### src/rtl/mc_b_reader_if.sv
`default_nettype none
// +--------------------------------------------------------------------+
// | mc_b_reader_if : write port and unload handshake of mc_b_reader    |
// | Revision: 1.0                                                      |
// +--------------------------------------------------------------------+
interface mc_b_reader_if #(
   parameter int WIDTH = 8,
   parameter int DEPTH = 4
) ();
   localparam int AW = (DEPTH > 1) ? $clog2(DEPTH) : 1;

   logic             WEB;
   logic [AW-1:0]    AddrB;
   logic [WIDTH-1:0] DataInB;
   logic             Start;
   logic             DOutReady;
   logic [WIDTH-1:0] DOut;
   logic [AW-1:0]    AddrOut;
   logic             DOutValid;
   logic             Busy;
   logic             Done;
   logic [WIDTH-1:0] Sum;

   modport slave (
      input  WEB, AddrB, DataInB, Start, DOutReady,
      output DOut, AddrOut, DOutValid, Busy, Done, Sum
   );

   modport master (
      output WEB, AddrB, DataInB, Start, DOutReady,
      input  DOut, AddrOut, DOutValid, Busy, Done, Sum
   );
endinterface
`default_nettype wire

### src/rtl/mc_b_reader.sv
`default_nettype none
// +--------------------------------------------------------------------+
// | mc_b_reader : result buffer unloaded word-by-word with a checksum  |
// | Revision: 1.0                                                      |
// +--------------------------------------------------------------------+
module mc_b_reader #(
   parameter int WIDTH = 8,
   parameter int DEPTH = 4
) (
   input  wire logic      clock,
   input  wire logic      Reset,
   mc_b_reader_if.slave   bus
);
   localparam int AW = (DEPTH > 1) ? $clog2(DEPTH) : 1;
   localparam logic [AW-1:0] c_LAST = AW'(DEPTH - 1);

   typedef enum logic [1:0] {
      ST_IDLE = 2'd0,
      ST_READ = 2'd1,
      ST_HOLD = 2'd2,
      ST_DONE = 2'd3
   } state_t;

   state_t           r_state;
   state_t           w_next_state;
   logic [WIDTH-1:0] r_mem [DEPTH];
   logic [AW-1:0]    r_rd_ptr;
   logic [WIDTH-1:0] r_acc;
   logic [WIDTH-1:0] r_dout;
   logic [AW-1:0]    r_addr_out;
   logic [WIDTH-1:0] r_sum;
   logic             w_busy;
   logic             w_done;
   logic             w_valid;
   logic             w_last;
   logic             w_handshake;
   logic [WIDTH-1:0] w_acc_next;

   assign w_last      = (r_rd_ptr == c_LAST);
   assign w_handshake = w_valid & bus.DOutReady;
   assign w_acc_next  = r_acc + r_dout;

   always_ff @(posedge clock) begin
      if (Reset) begin
         r_state <= ST_IDLE;
      end else begin
         r_state <= w_next_state;
      end
   end

   always_comb begin
      w_next_state = r_state;
      w_busy       = 1'b1;
      w_done       = 1'b0;
      w_valid      = 1'b0;
      case (r_state)
         ST_IDLE: begin
            w_busy = 1'b0;
            if (bus.Start) begin
               w_next_state = ST_READ;
            end
         end
         ST_READ: begin
            w_next_state = ST_HOLD;
         end
         ST_HOLD: begin
            w_valid = 1'b1;
            if (bus.DOutReady) begin
               w_next_state = w_last ? ST_DONE : ST_READ;
            end
         end
         ST_DONE: begin
            w_done       = 1'b1;
            w_next_state = ST_IDLE;
         end
         default: begin
            w_next_state = ST_IDLE;
         end
      endcase
   end

   // The read in ST_READ samples the array before a same-edge write lands.
   always_ff @(posedge clock) begin
      if (Reset) begin
         for (int i = 0; i < DEPTH; i++) begin
            r_mem[i] <= '0;
         end
         r_rd_ptr   <= '0;
         r_acc      <= '0;
         r_dout     <= '0;
         r_addr_out <= '0;
         r_sum      <= '0;
      end else begin
         if (bus.WEB) begin
            r_mem[bus.AddrB] <= bus.DataInB;
         end
         case (r_state)
            ST_IDLE: begin
               if (bus.Start) begin
                  r_rd_ptr <= '0;
                  r_acc    <= '0;
               end
            end
            ST_READ: begin
               r_dout     <= r_mem[r_rd_ptr];
               r_addr_out <= r_rd_ptr;
            end
            ST_HOLD: begin
               if (w_handshake) begin
                  r_acc <= w_acc_next;
                  if (w_last) begin
                     r_sum <= w_acc_next;
                  end else begin
                     r_rd_ptr <= r_rd_ptr + AW'(1);
                  end
               end
            end
            default: begin
            end
         endcase
      end
   end

   assign bus.DOut      = r_dout;
   assign bus.AddrOut   = r_addr_out;
   assign bus.DOutValid = w_valid;
   assign bus.Busy      = w_busy;
   assign bus.Done      = w_done;
   assign bus.Sum       = r_sum;
endmodule
`default_nettype wire

### src/flat_wrapper.sv
// flat-port wrapper written by rule: the top's interface ports become plain ports
module mc_b_reader_flat 
#(
   parameter int WIDTH = 8,
   parameter int DEPTH = 4
)
  (clock, Reset, bus_WEB, bus_AddrB, bus_DataInB, bus_Start, bus_DOutReady, bus_DOut, bus_AddrOut, bus_DOutValid, bus_Busy, bus_Done, bus_Sum);
  mc_b_reader_if #(.WIDTH(WIDTH), .DEPTH(DEPTH)) bus_i ();
  input  wire logic clock;
  input  wire logic Reset;
  input wire logic [$bits(bus_i.WEB)-1:0] bus_WEB;
  input wire logic [$bits(bus_i.AddrB)-1:0] bus_AddrB;
  input wire logic [$bits(bus_i.DataInB)-1:0] bus_DataInB;
  input wire logic [$bits(bus_i.Start)-1:0] bus_Start;
  input wire logic [$bits(bus_i.DOutReady)-1:0] bus_DOutReady;
  output wire logic [$bits(bus_i.DOut)-1:0] bus_DOut;
  output wire logic [$bits(bus_i.AddrOut)-1:0] bus_AddrOut;
  output wire logic [$bits(bus_i.DOutValid)-1:0] bus_DOutValid;
  output wire logic [$bits(bus_i.Busy)-1:0] bus_Busy;
  output wire logic [$bits(bus_i.Done)-1:0] bus_Done;
  output wire logic [$bits(bus_i.Sum)-1:0] bus_Sum;
  assign bus_i.WEB = bus_WEB;
  assign bus_i.AddrB = bus_AddrB;
  assign bus_i.DataInB = bus_DataInB;
  assign bus_i.Start = bus_Start;
  assign bus_i.DOutReady = bus_DOutReady;
  assign bus_DOut = bus_i.DOut;
  assign bus_AddrOut = bus_i.AddrOut;
  assign bus_DOutValid = bus_i.DOutValid;
  assign bus_Busy = bus_i.Busy;
  assign bus_Done = bus_i.Done;
  assign bus_Sum = bus_i.Sum;
  mc_b_reader #(.WIDTH(WIDTH), .DEPTH(DEPTH)) u_core (.clock(clock), .Reset(Reset), .bus(bus_i));
endmodule
### config.mk
export PLATFORM = sky130hd
export DESIGN_NAME = mc_b_reader_flat
export DESIGN_NICKNAME = d
export VERILOG_FILES = /design/src/rtl/mc_b_reader_if.sv /design/src/rtl/mc_b_reader.sv /design/src/flat_wrapper.sv
export SDC_FILE = /design/constraint.sdc
export NUM_CORES = 1
export LEC_CHECK = 0
export CELL_PAD_IN_SITES_DETAIL_PLACEMENT = 2
export CELL_PAD_IN_SITES_GLOBAL_PLACEMENT = 2
export CORE_ASPECT_RATIO = 1.5
export CORE_MARGIN = 5
export CORE_UTILIZATION = 41
export CTS_BUF_LIST = sky130_fd_sc_hd__clkbuf_4 sky130_fd_sc_hd__clkbuf_8
export CTS_CLUSTER_DIAMETER = 80
export DETAILED_ROUTE_END_ITERATION = 10
export PLACE_DENSITY = 0.95
export SLEW_MARGIN = 20
export SYNTH_ARGS = -nofsm -noshare
export SYNTH_HDL_FRONTEND = slang
export SYNTH_SLANG_ARGS = --single-unit
### constraint.sdc
create_clock -name clock -period 4.4 [get_ports clock]
set_input_delay 1.32 -clock clock [delete_from_list [all_inputs] [get_ports clock]]
set_output_delay 1.32 -clock clock [all_outputs]
set_load 0.05 [all_outputs]
[After elaboration in Yosys (flattened, before gate mapping)]
Memories as Yosys holds them, arrays and structs flattened. A register that Yosys moved wholly into a read port is not among the register bits.
Index checks and enable logic that the tools add are counted.
Word-level totals
  flip-flop bits (word level): 22
  bits in writable memories: 32
  input bits: 15
  output and inout bits: 21
  memories: 1
Operators by class
  add/subtract/negate cells: 2
  equality and inequality tests: 8
  mux-type cells: 22
  bitwise logic cells: 1
  reductions and logical operators: 7
Memory list
  u_core.r_mem: words 4, width 8, rd ports 1, clocked after Yosys merged registers in 1, wr ports 4, RTL line mc_b_reader.sv:26  | logic [WIDTH-1:0] r_mem [DEPTH];
Operators with widths (number)
  $mux W8: 3
  $pmux W8 S2: 1
  $mux W2: 7
  $mux W1: 9
  $add A8 B8 Y8: 1
  $pmux W2 S4: 1
  $reduce_or A8 Y1: 1
  $eq A2 B2 Y1 const B: 3
  $ne A2 B2 Y1 const B: 3
  $reduce_and A3 Y1: 2
  $pmux W2 S2: 1
  $reduce_and A4 Y1: 1
  $add A2 B1 Y2 const B: 1
  $eq A2 B1 Y1 const B: 1
  $logic_not A2 Y1: 1
  $ne A2 B1 Y1 const B: 1
  $reduce_and A2 Y1: 1
  $reduce_bool A2 Y1: 1
  $and A1 B1 Y1: 1

[Logic depth before layout (Yosys ltp)]
  depth in word-level cells: 5
  depth in mapped cells: 8
  gate-level depth less buffers: 8

[Least setup slack after synthesis]
Ideal clock, no wire load.
  path kind: input to register
  from: input Reset
  to: memory u_core.r_mem[1][0] (enable)
  data arrival time: 2.379 ns
  data required time: 4.071 ns
  path slack: 1.692 ns
  stages: 4
  path buffers: 1
  cell sequence: clkbuf_1 nand2b_1 nor3b_1 or2_1
RTL lines
  start, declared: RTL line flat_wrapper.sv:10  | input wire logic Reset;
  end, declared: RTL line mc_b_reader.sv:26

[Final worst setup path]
  from: register u_core.r_state[1]
  to: output bus_DOutValid
Between the ends
  cells in the longest elaborated chain, start to end: 2
Ends and longest elaborated chain
  start, declared: RTL line mc_b_reader.sv:24  | state_t r_state;
  start signal, assigned: RTL line mc_b_reader.sv:47  | r_state <= w_next_state;
  $eq A2 B2 Y1: RTL line mc_b_reader.sv:56  | case (r_state)
  $mux W1: RTL line mc_b_reader.sv:56
  end, declared: RTL line flat_wrapper.sv:18  | output wire logic [$bits(bus_i.DOutValid)-1:0] bus_DOutValid;
No other way between the ends.

==> results.toml <==
[power]
powerDensity_nw_per_um2 = 376
cellLeakagePower_nw = 1.27
peakVddDrop_uv = 251

[clock_network]
clk_pin_slew_worst_paths_ns = 0.08
cts_root_buffer = "clkbuf_8"
ctsResizeCount = 0
cts_num_sinks = 62
cts_tree = "done"
hold_buffers = 0
htree_levels = 3
cts_setup_buffers = 0
insertion_delay_ns = 0.34
cts_buffers = 9
cts_buffer_depth = 2

[synthesis]
synth_edf_count = 32
ys.flop_type = "edfxtp_1"
synth_nets = 291
netlist_area_um2 = 2930
ys_types = 43
ys_ff_latch = 62
avgSynthCellArea_um2 = 11.0
synthArstFlopShare_pct = 0
ys_seq_area_share_pct = 53.2
synth_cells = 267
synth_warnings = 0

[die]
die_w_um = 79.1
die_y_um = 114
core_area_um2 = 6900
io_pins = 36
design.die.area_um2 = 8980
rows = 37
initial_core_util_pct = 42.5

[worst_setup_path]
crit_type = "reg -> out"
r2r_slack_ns = 2.19
crit_required_ns = 3.08
cp-start-kind = "flip-flop"
end_kind = "output port"
r2r_cells = 8
cp_max_fo = 7
r2r_start = "u_core.bus.DOut[0]"
arrival_ns = 1.86
crit-reg2reg-capture = "u_core.r_acc[6]"
crit_path_start = "u_core.r_state[1]"

[timing]
fmax_mhz = 314
drv_slew = 0
timing.final.crit_share_pct = 72.3
worst_slew_pin_slew_ns = 0.834
slew_headroom_pct = 44.0
hold_violations = 0
setup_viol = 0
rsz0062_at_grt = "no"
layout_min_cycle_time_ns = 3.18
timing.setup.tns_ns = 0
finClkSkew_ns = 0.00947

[detailed_routing]
wl_per_cell_um = 22.1
drc_errors = 0
ant_nets = 0
vias = 2167
drt_iter0_drc = 80
drtPass1Iterations = 4
avgViaCountPerCell = 5.61
routed_wl_um = 8540

[placed_design]
gp_congestion = 0.778
placed_area_um2 = 3340
place_hpwl_um = 6070
port_buffers = 35

[finish]
fin_area_um2 = 3560
nets = 327
fill_cells = 671
antenna_cells = 0
area_growth_pct = 21.3
layout-drive-gt1-share_pct = 10.7

[status]
status = "finished clean"

[global_route]
grt_pass1_wl_um = 13500
grt_start_max_net_pins = 45
gr-total-overflow = 0
antenna_found_initial = 0
grt_pass1_vias = 2425
grt_usage_pct = 20.1

[hold_path]
min-delay-start = "u_core.bus.Sum[2]"
holdPathStages = 2
hold_path_end = "u_core.bus.Sum[2]"
holdCritPathClass = "reg -> reg"

[run]
drv_cap = 0
[cell usage after synthesis (2+ instances only)]
cell type  number  area, µm²
dfxtp_1        30        601
edfxtp_1       32        961
nor4b_1         2       17.5
nand2_1        35        131
o31ai_1         2       15.0
nand3_1         3       15.0
nor2_1         16       60.1
and2_1         34        213
or2_2           4       25.0
a211oi_1        3       22.5
buf_2           2       10.0
nor2b_1         3       18.8
a21oi_1        22        110
o21bai_1        2       15.0
a21o_1          2       15.0
o21ai_0         6       30.0
inv_1           4       15.0
nor3_1          2       10.0
nand4b_1        2       17.5
mux4_2          8        180
nand3b_1        5       37.5
clkbuf_1        9       33.8
ha_1            8        100
nor3b_1         4       30.0
xnor2_1         2       17.5
a22oi_1         4       30.0
or4_1           2       15.0
nand2b_1        4       25.0
[registers in the layout (all words and copies together), names as in the netlist]
| name | flops |
|---|---|
| u_core.bus.AddrOut | 2 |
| u_core.bus.DOut | 8 |
| u_core.bus.Sum | 8 |
| u_core.r_acc | 8 |
| u_core.r_mem | 32 |
| u_core.r_rd_ptr | 2 |
| u_core.r_state | 2 |
[area by class of cell]
class / count / area, µm² / area share, %
Tap cell: 78 / 97.6 / 2.74
Clock buffer: 10 / 131 / 3.69
Timing Repair Buffer: 37 / 365 / 10.3
Clock inverter: 6 / 86.3 / 2.43
Inverter: 4 / 15.0 / 0.422
Multi-Input combinational cell: 189 / 1300 / 36.6
Sequential cell: 62 / 1560 / 43.9
[cells in the final DEF, fill, tap and decap left out, drive strengths merged, types with 3 or more instances in the layout]
master	n
nor2b	4
nand3b	5
ha	8
clkdlybuf4s50	35
clkbuf	10
inv	4
nand2b	4
nand3	3
a21oi	22
nor2	16
o21ai	7
dfxtp	30
a22oi	4
or2	5
nand2	36
a211oi	3
clkinvlp	3
mux4	8
edfxtp	32
nor3b	4
and2	35
[worst max-delay path, cell delays in order, from the launching register on]
cell and delay [ns]:
dfxtp_1 0.45, nor2b_4 0.25, clkdlybuf4s50_1 0.83
[cell families after synthesis]
family	Yosys count	share of synthesized area, %
AO/OA/AOI/OAI	47	9.77
XOR/XNOR	3	1.41
adder cells (fa/ha/maj)	9	4.10
buffers and inverters	16	2.39
flip-flops	62	53.2
multiplexers	9	6.48
AND/OR/NAND/NOR	121	22.6
[where the power goes]
part	internal [mW]	leakage (nW)	total, mW	switching [mW]
combinational	0.0514	0.611	0.129	0.0778
sequential	0.637	0.555	0.657	0.0193
clock	0.323	0.0996	0.554	0.231
total	1.01	1.27	1.34	0.328
[routing by layer]
layer / global-route usage [%] / part of all wire (%) / wire length, µm / vias up
met5: 0 / 0 / 0 / -
met4: 7.68 / 3.1 / 265 / 0
met3: 3.55 / 2.8 / 241 / 22
met2: 38.8 / 57 / 4890 / 43
met1: 21.0 / 37 / 3140 / 1081
li1: - / - / - / 1021
[per-stage QoR]
| step | util (%) | total power, mW | hold slack (ns) | cells | worst slack [ns] |
|---|---|---|---|---|---|
| floorplan | - | 0.739 | 0.463 | 267 | 1.69 |
| global placement | 48.4 | 0.782 | 0.441 | 370 | 1.31 |
| detailed placement | 48.4 | 0.796 | 0.454 | 370 | 1.07 |
| CTS | 51.6 | 1.35 | 0.464 | 386 | 1.20 |
| global route | 51.6 | 1.39 | 0.498 | 386 | 1.15 |
| finish | 51.6 | 1.34 | 0.458 | 386 | 1.22 |
[worst max path at each step]
stage / end / slack (ns) / depth (start not counted)
2_1_floorplan: u_core.r_mem[1][0] / 1.69 / 4
5_1_grt: bus_DOutValid / 1.15 / 2
3_3_place_gp: u_core.r_mem[0][0] / 1.31 / 4
4_1_cts: bus_DOutValid / 1.20 / 2
3_5_place_dp: u_core.r_mem[0][1] / 1.07 / 4
6_report: bus_DOutValid / 1.22 / 2
No activity file was read; power rests on OpenSTA's default activity.
